--- src/rtl/unidade_acesso_memoria_pkg.sv ---
// Shared definitions for the memory-access stage: FSM state encoding,
// default data width and the doubleword alignment rule.
package unidade_acesso_memoria_pkg;

  typedef enum logic [1:0] {
    IDLE = 2'd0,
    REQ  = 2'd1,
    DONE = 2'd2,
    ERRO = 2'd3
  } state_t;

  localparam int DATA_W_DEF = 64;
  localparam int ALIGN_BITS = 3;

  // An address is usable when it is doubleword aligned and its index fits in index_w bits.
  function automatic logic addr_ok(input logic [63:0] a, input int index_w);
    return (a[ALIGN_BITS-1:0] == '0) && ((a >> (index_w + ALIGN_BITS)) == 64'd0);
  endfunction

endpackage

--- src/rtl/unidade_acesso_memoria_if.sv ---
// Request/acknowledge bus between the memory-access stage (master) and the data memory (slave).
interface unidade_acesso_memoria_if
  import unidade_acesso_memoria_pkg::*;
#(
  parameter int DATA_W     = DATA_W_DEF,
  parameter int MEM_ADDR_W = 10
);

  logic                  mem_req;
  logic                  mem_we;
  logic [MEM_ADDR_W-1:0] mem_addr;
  logic [DATA_W-1:0]     mem_wdata;
  logic [DATA_W-1:0]     mem_rdata;
  logic                  mem_ack;

  modport master (
    output mem_req, mem_we, mem_addr, mem_wdata,
    input  mem_rdata, mem_ack
  );

  modport slave (
    input  mem_req, mem_we, mem_addr, mem_wdata,
    output mem_rdata, mem_ack
  );

endinterface

--- src/rtl/unidade_acesso_memoria_contador.sv ---
// Clearable/enable counter with a terminal-count output; tc is high on the
// enabled cycle whose edge would bring the count to LIMIT.
module contador_timeout #(
  parameter int LIMIT = 15,
  parameter int WIDTH = $clog2(LIMIT + 1)
) (
  input  logic clk,
  input  logic rst,
  input  logic clear,
  input  logic enable,
  output logic tc
);

  logic [WIDTH-1:0] count;

  always_ff @(posedge clk) begin
    if (rst || clear)
      count <= '0;
    else if (enable && !tc)
      count <= count + WIDTH'(1);
  end

  assign tc = enable && (count == WIDTH'(LIMIT - 1));

endmodule

--- src/rtl/unidade_acesso_memoria.sv ---
// Memory-access stage: validates the effective address and runs a single
// doubleword load or store over the req/ack bus, with an ack timeout.
module unidade_acesso_memoria
  import unidade_acesso_memoria_pkg::*;
#(
  parameter int DATA_W     = DATA_W_DEF,
  parameter int MEM_ADDR_W = 10,
  parameter int TIMEOUT    = 15
) (
  input  logic                clk,
  input  logic                rst,
  input  logic                start,
  input  logic                we,
  input  logic [63:0]         addr,
  input  logic [DATA_W-1:0]   wdata,
  output logic                busy,
  output logic                done,
  output logic                err,
  output logic [DATA_W-1:0]   rdata,
  unidade_acesso_memoria_if.master mem
);

  state_t state;
  logic   range_err;
  logic   timeout_hit;

  contador_timeout #(
    .LIMIT (TIMEOUT)
  ) u_contador (
    .clk    (clk),
    .rst    (rst),
    .clear  (state != REQ),
    .enable ((state == REQ) && !range_err && !mem.mem_ack),
    .tc     (timeout_hit)
  );

  // A bad address still spends one REQ cycle (with mem_req low) so that
  // the error pulse lands in the same cycle as a zero-wait completion.
  always_ff @(posedge clk) begin
    if (rst) begin
      state         <= IDLE;
      range_err     <= 1'b0;
      busy          <= 1'b0;
      done          <= 1'b0;
      err           <= 1'b0;
      rdata         <= '0;
      mem.mem_req   <= 1'b0;
      mem.mem_we    <= 1'b0;
      mem.mem_addr  <= '0;
      mem.mem_wdata <= '0;
    end else begin
      done <= 1'b0;
      err  <= 1'b0;
      case (state)
        IDLE: begin
          if (start) begin
            state         <= REQ;
            busy          <= 1'b1;
            range_err     <= !addr_ok(addr, MEM_ADDR_W);
            mem.mem_req   <= addr_ok(addr, MEM_ADDR_W);
            mem.mem_we    <= we && addr_ok(addr, MEM_ADDR_W);
            mem.mem_addr  <= addr[MEM_ADDR_W+ALIGN_BITS-1:ALIGN_BITS];
            mem.mem_wdata <= wdata;
          end
        end
        REQ: begin
          if (range_err) begin
            state <= ERRO;
            done  <= 1'b1;
            err   <= 1'b1;
          end else if (mem.mem_ack) begin
            if (!mem.mem_we)
              rdata <= mem.mem_rdata;
            state       <= DONE;
            done        <= 1'b1;
            mem.mem_req <= 1'b0;
            mem.mem_we  <= 1'b0;
          end else if (timeout_hit) begin
            state       <= ERRO;
            done        <= 1'b1;
            err         <= 1'b1;
            mem.mem_req <= 1'b0;
            mem.mem_we  <= 1'b0;
          end
        end
        DONE, ERRO: begin
          state     <= IDLE;
          busy      <= 1'b0;
          range_err <= 1'b0;
        end
        default: state <= IDLE;
      endcase
    end
  end

endmodule

--- src/flat_wrapper.sv ---
// flat-port wrapper written by rule: the top's interface ports become plain ports
module unidade_acesso_memoria_flat import unidade_acesso_memoria_pkg::*;
#(
  parameter int DATA_W     = DATA_W_DEF,
  parameter int MEM_ADDR_W = 10,
  parameter int TIMEOUT    = 15
)
  (clk, rst, start, we, addr, wdata, busy, done, err, rdata, mem_mem_req, mem_mem_we, mem_mem_addr, mem_mem_wdata, mem_mem_rdata, mem_mem_ack);
  unidade_acesso_memoria_if #(.DATA_W(DATA_W), .MEM_ADDR_W(MEM_ADDR_W)) mem_i ();
  input  logic clk;
  input  logic rst;
  input  logic start;
  input  logic we;
  input  logic [63:0] addr;
  input  logic [DATA_W-1:0] wdata;
  output logic busy;
  output logic done;
  output logic err;
  output logic [DATA_W-1:0] rdata;
  output wire logic [$bits(mem_i.mem_req)-1:0] mem_mem_req;
  output wire logic [$bits(mem_i.mem_we)-1:0] mem_mem_we;
  output wire logic [$bits(mem_i.mem_addr)-1:0] mem_mem_addr;
  output wire logic [$bits(mem_i.mem_wdata)-1:0] mem_mem_wdata;
  input wire logic [$bits(mem_i.mem_rdata)-1:0] mem_mem_rdata;
  input wire logic [$bits(mem_i.mem_ack)-1:0] mem_mem_ack;
  assign mem_mem_req = mem_i.mem_req;
  assign mem_mem_we = mem_i.mem_we;
  assign mem_mem_addr = mem_i.mem_addr;
  assign mem_mem_wdata = mem_i.mem_wdata;
  assign mem_i.mem_rdata = mem_mem_rdata;
  assign mem_i.mem_ack = mem_mem_ack;
  unidade_acesso_memoria #(.DATA_W(DATA_W), .MEM_ADDR_W(MEM_ADDR_W), .TIMEOUT(TIMEOUT)) u_core (.clk(clk), .rst(rst), .start(start), .we(we), .addr(addr), .wdata(wdata), .busy(busy), .done(done), .err(err), .rdata(rdata), .mem(mem_i));
endmodule
--- config.mk ---
export PLATFORM = sky130hd
export DESIGN_NAME = unidade_acesso_memoria_flat
export DESIGN_NICKNAME = d
export VERILOG_FILES = /design/src/rtl/unidade_acesso_memoria_pkg.sv /design/src/rtl/unidade_acesso_memoria_if.sv /design/src/rtl/unidade_acesso_memoria_contador.sv /design/src/rtl/unidade_acesso_memoria.sv /design/src/flat_wrapper.sv
export SDC_FILE = /design/constraint.sdc
export NUM_CORES = 1
export LEC_CHECK = 0
export ABC_AREA = 1
export BUFFER_PORTS_ARGS = -buffer_cell sky130_fd_sc_hd__buf_2
export CORE_AREA = 2 2 130 132
export CTS_CLUSTER_DIAMETER = 200
export DETAILED_ROUTE_END_ITERATION = 12
export DIE_AREA = 0 0 132 134
export PLACE_DENSITY_LB_ADDON = 0.1
export SLEW_MARGIN = 20
export SYNTH_ARGS = -nofsm -noshare
export SYNTH_HDL_FRONTEND = slang
export SYNTH_SLANG_ARGS = --single-unit
--- constraint.sdc ---
create_clock -name clk -period 2.5 [get_ports clk]
set_input_delay 0.375 -clock clk [delete_from_list [all_inputs] [get_ports clk]]
set_output_delay 0.375 -clock clk [all_outputs]
set_load 0.02 [all_outputs]
Yosys cells after proc, flatten, opt, wreduce, memory -nomap -nowiden
Index checks and enable logic that the tools add are counted.
{"block": "classes", "n_addsub": 1, "n_eq_ne": 9, "mux": 21, "n_bitwise": 3, "n_reduce_logical": 23}
{"cell": "$logic_not A64 Y1", "count": 1}
{"cell": "$mux W1", "count": 12}
{"cell": "$mux W2", "count": 4}
{"cell": "$pmux W1 S2", "count": 4}
{"cell": "$reduce_and A4 Y1", "count": 2}
{"cell": "$logic_and A1 B1 Y1", "count": 6}
{"cell": "$pmux W2 S3", "count": 1}
{"cell": "$reduce_and A2 Y1", "count": 3}
{"cell": "$add A4 B1 Y4 const B", "count": 1}
{"cell": "$eq A2 B2 Y1 const B", "count": 2}
{"cell": "$eq A4 B4 Y1 const B", "count": 1}
{"cell": "$logic_not A1 Y1", "count": 4}
{"cell": "$ne A2 B2 Y1 const B", "count": 2}
{"cell": "$ne A4 B3 Y1 const B", "count": 1}
{"cell": "$reduce_bool A2 Y1", "count": 2}
{"cell": "$reduce_or A2 Y1", "count": 2}
{"cell": "$logic_not A3 Y1", "count": 1}
{"cell": "$ne A3 B3 Y1 const B", "count": 1}
{"cell": "$not A1 Y1", "count": 3}
{"cell": "$eq A2 B1 Y1 const B", "count": 1}
{"cell": "$logic_not A2 Y1", "count": 1}
{"cell": "$ne A2 B1 Y1 const B", "count": 1}
{"cell": "$logic_or A1 B1 Y1", "count": 1}
{"block": "totals", "register_bits": 150, "wordCells": 68}

Depth between registers and ports, before layout
Gate-level depths: netlist of the first run.
{"block": "logic_depth", "ltp_word": 8, "mapped_depth": 8}

By module
Synthesis of the first run repeated with hierarchy kept, for this count alone.
{"block": "hier_totals", "hier_cells": 722, "area_unflattened_um2": 5586.6}
{"module": "unidade_acesso_memoria", "n_inst": 1, "cells_per_inst": 690, "area_each_um2": 5346.4, "seq_area_each_um2": 2922.8}
{"module": "contador_timeout", "n_inst": 1, "cells_per_inst": 32, "area_each_um2": 240.2, "seq_area_each_um2": 80.1}

Worst setup path before layout of the first run
Ideal clock, no wire load.
{"block": "synth_timing", "path_type": "reg-to-reg", "from": "reg u_core.u_contador.count[0]", "to": "reg u_core.u_contador.count[2]", "setup_time_ps": 122, "t_arrival_ps": 1115, "t_required_ps": 2378, "setup_slack_ps": 1263, "stages_incl_launch_ff": 8, "path_cell_list": "dfxtp_1 inv_1 ha_1 nand3_1 nand3_2 clkinv_1 and3_1 nor3_2"}
{"block": "synth_via", "elab_chain_cells": 4, "elab_cells_between_ends": 5, "classes_between": "1 x add/sub; 1 x eq/ne; 3 x reduce/logical"}
{"item": "from (decl)", "line": "unidade_acesso_memoria_contador.sv:14", "source": "logic [WIDTH-1:0] count;"}
{"item": "from (signal assigned)", "line": "unidade_acesso_memoria_contador.sv:20", "source": "count <= count + WIDTH'(1);"}
{"item": "parallel branches: the longest is 4 deep, another holds $add A4 B1 Y4"}
Parallel ways; which one is timed is not known.
A chain may end at the register's enable or synchronous reset.

Final worst setup path of the first run
{"block": "layout_timing", "from": "reg u_core.state[0]", "to": "reg u_core.mem.mem_we"}
{"block": "layout_via", "elab_chain_cells": 6, "elab_cells_between_ends": 11, "classes_between": "4 x eq/ne; 1 x mux; 6 x reduce/logical"}
{"item": "from (decl)", "line": "unidade_acesso_memoria.sv:23", "source": "state_t state;"}
{"item": "from (signal assigned)", "line": "unidade_acesso_memoria.sv:41", "source": "state <= IDLE;"}
{"item": "from (signal assigned)", "line": "unidade_acesso_memoria.sv:57", "source": "state <= REQ;"}
{"item": "from (signal assigned)", "line": "unidade_acesso_memoria.sv:68", "source": "state <= ERRO;"}
{"item": "$eq A2 B1 Y1", "line": "unidade_acesso_memoria.sv:33, unidade_acesso_memoria.sv:54"}
{"item": "$logic_and A1 B1 Y1 (2 in series)", "line": "unidade_acesso_memoria.sv:33", "source": ".enable ((state == REQ) && !range_err && !mem.mem_ack),"}
{"item": "$logic_and A1 B1 Y1", "line": "unidade_acesso_memoria_contador.sv:23", "source": "assign tc = enable && (count == WIDTH'(LIMIT - 1));"}
{"item": "$ne A3 B3 Y1 (no line)"}
{"item": "$reduce_and A4 Y1 (no line)"}
{"item": "to (signal assigned)", "line": "unidade_acesso_memoria.sv:61", "source": "mem.mem_we <= we && addr_ok(addr, MEM_ADDR_W);"}
{"item": "to (decl)", "line": "unidade_acesso_memoria_if.sv:17", "source": "output mem_req, mem_we, mem_addr, mem_wdata,"}
Parallel ways exist; a longest one is shown, timed or not.

==> run metrics, run 1 <==
outcome=completed; GP Congestion=approximately 0.76; CP startpoint kind=flip-flop; Final Skew=0.00987 ns; vias per cell=4.40; Non-Filler Instances=1,275; layout cells sized above 1=37.4%; initial antenna violation count=1; fin worst setup slack=0.818 ns; Worst Hold Class=in2reg; post-route ant nets=0; Synth Area per Inst=7.68 um2; GRT overflow=0; wl on met1=about 7400 um; vias in the first global route=5,406; Initial Util=33.9%; root buffer cell=clkbuf_16; final net count=about 1,200; CTS tree=yes; Final HPWL DP=12,000 um; Final setup viols=0; Worst-path clk slew=0.06 ns; WP data required=2.85 ns; DRC viols=0; Pre-antenna DRT Iters=4; Lkg Pwr=0.00397 uW; Synth area leaders=dfxtp_1, nor2_1, o21ai_0; max-slew violation count=0; max layer used=met4; total power=about 6400 uW; worst-path fanout max=75; Final Hold Fails=0; die width=132 um; area growth from synthesis to layout=43.9%; routed vias=5,610; H-Tree Depth=4; WL met2=7820 um; detailed route wirelength on metal3=1370 um; pin count of the biggest net entering global routing=76; clk sinks=150; dpl ws=around 0.70 ns; post-CTS resize count=0; measured slew at the worst slew-check pin=0.686 ns; Ports=340; worst rel slew slack=a little over half; setup TNS=0 ns; Worst Path Arrival=2.03 ns; pwr/cell area=801 nW/um2; Worst Setup End Kind=flip-flop; Synth Cell Area=5520 um2; Gate Count Post-Synth=718; crit path cell chain=inv_2 > nand2_2 > nor2_4 > buf_4 > nand2_2 > nor2_4 > nand3_1 > a21oi_1; Die H=134 um; clk_lat worst skew=between 0.4 and 0.5 ns; Warnings, synthesis=0; Netlist cell types=29; Seq/Total Area, Yosys=54.4%; maximum clock frequency=0.595 GHz; first-pass GRT wire length=26,700 um; CORE AREA=16,300 um2; CTS Hold Bufs=0; I/O Buffers=339; # fillers=roughly 1,700; post-synth top area share=54.4%; VDD IR-drop max=between 400 and 500 uV; syn_nets=917; # Max-Cap Violations=0; die area=17,700 um2; #FFs+latches synth=150; routed len/inst=about 13 um; Placed Cells=1,242; slowest stage delay, CP=0.54 ns; final worst-path cycle share=67.3%; CTS Buffer Depth=2; total track usage=18.9%; CTS buffer count=17; unrepaired setup endpoints after global routing=false; DRT Wirelength=17,100 um; area leader, netlist=dfxtp_1; WHS=0.157 ns; CP delay by family, top=buffers and inverters; Starting DRT DRC Count=246; # rows=47; postcts setup bufs=0; WS Path Type=reg2reg; Buf/Inv on CP=2; slowest CP cell=buf_4; post-layout minimum cycle time=around 1.7 ns
==> sequential cells by signal (all words and copies together), names as in the netlist <==
register and flops:
u_core.mem.mem_wdata 64, u_core.mem.mem_addr 10, u_core.rdata 64, u_core.u_contador.count 4
u_core.mem.mem_we 1, u_core.range_err 1, u_core.mem.mem_req 1, u_core.busy 1
u_core.err 1, u_core.done 1, u_core.state 2
==> cells in the mapped netlist <==
cell	count
o211ai_1	1
dfxtp_1	150
nand2_2	4
and3_1	1
o31a_1	1
a211oi_1	1
nand3_2	1
xor2_1	1
buf_4	7
a21oi_1	6
o21ai_0	79
or2_2	1
nand3_1	3
inv_1	8
o21ai_1	60
clkinv_2	1
nor2_4	3
nor3_2	1
buf_2	12
nor2_1	317
buf_6	8
clkbuf_1	16
clkinv_1	1
nand2_1	27
clkbuf_2	1
ha_1	2
a21boi_0	1
a31oi_1	1
inv_2	3
==> final timing paths <==
path | from | endpoint | slack (ns) | cells after the start
hold / removal | rst | u_core.mem.mem_req | 0.16 | 2
hold reg to reg | u_core.mem.mem_req | u_core.mem.mem_req | 0.46 | 2
setup / recovery | u_core.state[0] | u_core.mem.mem_we | 0.82 | 8
setup reg to reg | u_core.state[0] | u_core.mem.mem_we | 0.82 | 8
==> kinds of logic after synthesis <==
group                    Yosys count  synth area share, %
XOR/XNOR                           1                0.159
adder cells (fa/ha/maj)            2                0.454
AO/OA/AOI/OAI                    150                 13.8
AND/OR/NAND/NOR                  358                 25.3
buffers and inverters             57                 5.76
flip-flops                       150                 54.4
==> layout by cell type (no fill, tap or decap), types with 2 or more instances in the layout <==
cell / n
clkinvlp_4: 3
buf_4: 5
buf_12: 4
clkinv_2: 3
buf_2: 339
ha_1: 2
a21oi_1: 6
nor2_1: 317
nand2_1: 27
nand2_2: 4
inv_6: 5
clkbuf_8: 2
o21ai_0: 79
bufinv_16: 2
o21ai_1: 60
inv_1: 7
nor2_4: 3
inv_2: 3
nand3_1: 3
dfxtp_1: 150
clkbuf_16: 17
==> worst register-to-register path: stages (launching register included) <==
cell and delay, ns:
dfxtp_1 0.33, inv_2 0.06, nand2_2 0.07, nor2_4 0.10, buf_4 0.54, nand2_2 0.14
nor2_4 0.15, nand3_1 0.08, a21oi_1 0.14
==> stage by stage <==
| stage | utilization, % | area, um2 |
|---|---|---|
| final | 48.7 | 7940 |
| after global routing | 48.7 | 7940 |
| after CTS | 48.7 | 7940 |
| after detailed placement | 45.0 | 7340 |
| after global placement | 45.0 | 7340 |
| after floorplan | - | 5520 |
==> power breakdown <==
group | internal (uW) | switching, uW | total (uW)
sequential | 2590 | 91.6 | 2690
clock | 1540 | 1050 | 2590
combinational | 399 | 690 | 1090
==> final cells by class <==
cell class / instances / area (um2) / area share [%]
Tap cell: 220 / 275 / 3.47
Clock buffer: 20 / 457 / 5.75
Antenna cell: 1 / 2.50 / 0.0315
Sequential cell: 150 / 3000 / 37.8
Inverter: 13 / 51.3 / 0.646
Multi-Input combinational cell: 511 / 2190 / 27.6
Timing Repair Buffer: 348 / 1810 / 22.9
Clock inverter: 12 / 140 / 1.77
==> layer usage <==
| metal | global-route usage, % | vias up |
|---|---|---|
| met5 | 0 | - |
| met3 | 6.88 | 32 |
| met2 | 30.6 | 222 |
| met1 | 22.6 | 2415 |
| met4 | 8.33 | 0 |
| li1 | - | 2941 |
Note: power is estimated with default switching activity, not from simulation.
==> run 2: changes to the inputs <==
Settings changed: CORE_AREA 2 2 130 132 to 2 2 131 133, DIE_AREA 0 0 132 134 to 0 0 133 135.
Clock period 2.5 ns to 1.7 ns, I/O delays scaled along.
==> run 2 against run 1 <==
Net effect: final cell count unchanged; largest power group is now clock; register-to-register slack got worse by 0.53 ns; clock-buffer cell count decreased by 2; setup slack got worse by 0.53 ns; combinational power increased by 50%; sequential share of layout area decreased by 0.37 points.
==> run metrics, run 2 (synthesis results as in run 1) <==
outcome=completed; worst r2r dst=u_core.rdata[20]; Pre-antenna DRT Iters=4; CP startpoint kind=flip-flop; Lkg Pwr=~0.004 uW; unrepaired setup endpoints after global routing=false; CTS tree=yes; Worst Hold Path EP=u_core.mem.mem_req; routed vias=5,614; Worst-path clk slew=around 0.060 ns; layout cells sized above 1=37.4%; measured slew at the worst slew-check pin=0.342 ns; worst r2r path cells=8; pin count of the biggest net entering global routing=73; reg2reg setup slack=0.28 ns; vias in the first global route=5,453; VDD IR-drop max=approximately 640 uV; Worst Hold Launch=rst; clk sinks=150; CTS buffer count=17; post-CTS resize count=0; max-slew violation count=0; slowest CP cell=dfxtp_1; I/O Buffers=around 340; Die H=135 um; post-layout minimum cycle time=1.42 ns; DRT Wirelength=17,200 um; commonest non-fill, non-tap cell in the layout=buf_2; Worst Path Arrival=1.73 ns; worst rel slew slack=between 70 and 80%; GP Congestion=0.786; WS Path Type=reg2reg; maximum clock frequency=roughly 0.7 GHz; setup TNS=0 ns; area growth from synthesis to layout=45.3%; r2r startpoint=u_core.state[1]; total track usage=a little under a fifth; # fillers=1,680; biggest regs=u_core.mem.mem_wdata x64, u_core.rdata x64, u_core.mem.mem_addr x10; Initial Util=33.6%; postcts setup bufs=0; Final Skew=0.0102 ns; H-Tree Depth=4; most frequent cells in the layout=buf_2, nor2_1, dfxtp_1; final net count=1,240; crit path cell chain=inv_2 > nand2_2 > nor2_4 > nand2_2 > clkinv_2 > buf_4 > nor2_1 > nor2_1; area of the multi-input gates=2190 um2; final worst-path cycle share=83.2%; root buffer cell=clkbuf_16; total power=around 9600 uW; pwr/cell area=1200 nW/um2; Final setup viols=0; register area=~3000 um2; Worst Hold Class=in2reg; initial antenna violation count=2; CTS Hold Bufs=0; worst-path fanout max=14; slowest stage delay, CP=0.38 ns; CORE AREA=16,400 um2; GRT overflow=0; critical path startpoint=u_core.state[1]; vias per cell=4.40; Ports=340; WP data required=2.01 ns; DRC viols=0; die width=~130 um; Final Hold Fails=0; routed len/inst=13.5 um; Final HPWL DP=12,100 um; clk_lat worst skew=approximately 0.42 ns; Hold Path Depth=2; first-pass GRT wire length=27,000 um; # rows=47; post-route ant nets=0; die area=18,000 um2; CTS Buffer Depth=2; Starting DRT DRC Count=210; Worst Setup End Kind=flip-flop; # Max-Cap Violations=0
## run 2: cell count changes in the layout (fill, tap and decap cells not counted), sizes merged
cell,before,now
clkinv,5,6
clkbuf,20,18
bufinv,2,4
inv,15,14
## run 2: power by group
| group | total [uW] | switching (uW) | internal [uW] |
|---|---|---|---|
| combinational | 1630 | 1020 | 611 |
| clock | 4000 | 1530 | 2470 |
| sequential | 3960 | 140 | 3820 |
| total | 9590 | 2690 | 6900 |
## run 2: layer usage
layer / GRT usage, % / part of all wire, % / vias up
met3: 7.51 / 8.8 / 28
met5: 0 / 0 / -
met2: 30.2 / 46 / 221
met4: 7.35 / 2.2 / 0
met1: 22.9 / 43 / 2428
li1: - / - / 2937
## run 2: worst max-delay path by stage
stage,slack (ns),end,cells after the start
final,0.28,u_core.rdata[20],8
after global placement,0.31,u_core.mem.mem_wdata[21],7
after CTS,0.26,u_core.rdata[20],8
after detailed placement,0.27,u_core.rdata[61],8
after global routing,0.13,u_core.rdata[58],8
after floorplan,0.46,u_core.u_contador.count[2],7
## run 2: final cells by class
class | instances | area share (%)
flip-flops and latches | 150 | 37.5
multi-input cells | 511 | 27.4
repair buffers | 348 | 23.3
clock buffers | 18 | 5.35
well taps | 220 | 3.43
clock inverters | 14 | 2.45
inverters | 13 | 0.640
diodes | 1 | 0.0312
## run 2: worst max-delay path: cells and delay by family (launching register included)
| kind | cells | cell delay [ns] |
|---|---|---|
| buffers and inverters | 3 | 0.54 |
| and+or+nand+nor | 5 | 0.40 |
| DFF | 1 | 0.38 |
## run 2: through the flow
| step | instance area [um2] | util, % | hold WS (ns) | cells | worst slack [ns] |
|---|---|---|---|---|---|
| 2_1_floorplan | 5520 | - | 0.324 | 718 | 0.463 |
| 3_3_place_gp | 7390 | 45.0 | 0.439 | 1242 | 0.307 |
| 3_5_place_dp | 7390 | 45.0 | 0.448 | 1242 | 0.273 |
| 4_1_cts | 8010 | 48.8 | 0.0134 | 1274 | 0.264 |
| 5_1_grt | 8020 | 48.9 | 0.0144 | 1275 | 0.128 |
| 6_report | 8020 | 48.9 | 0.0359 | 1275 | 0.285 |
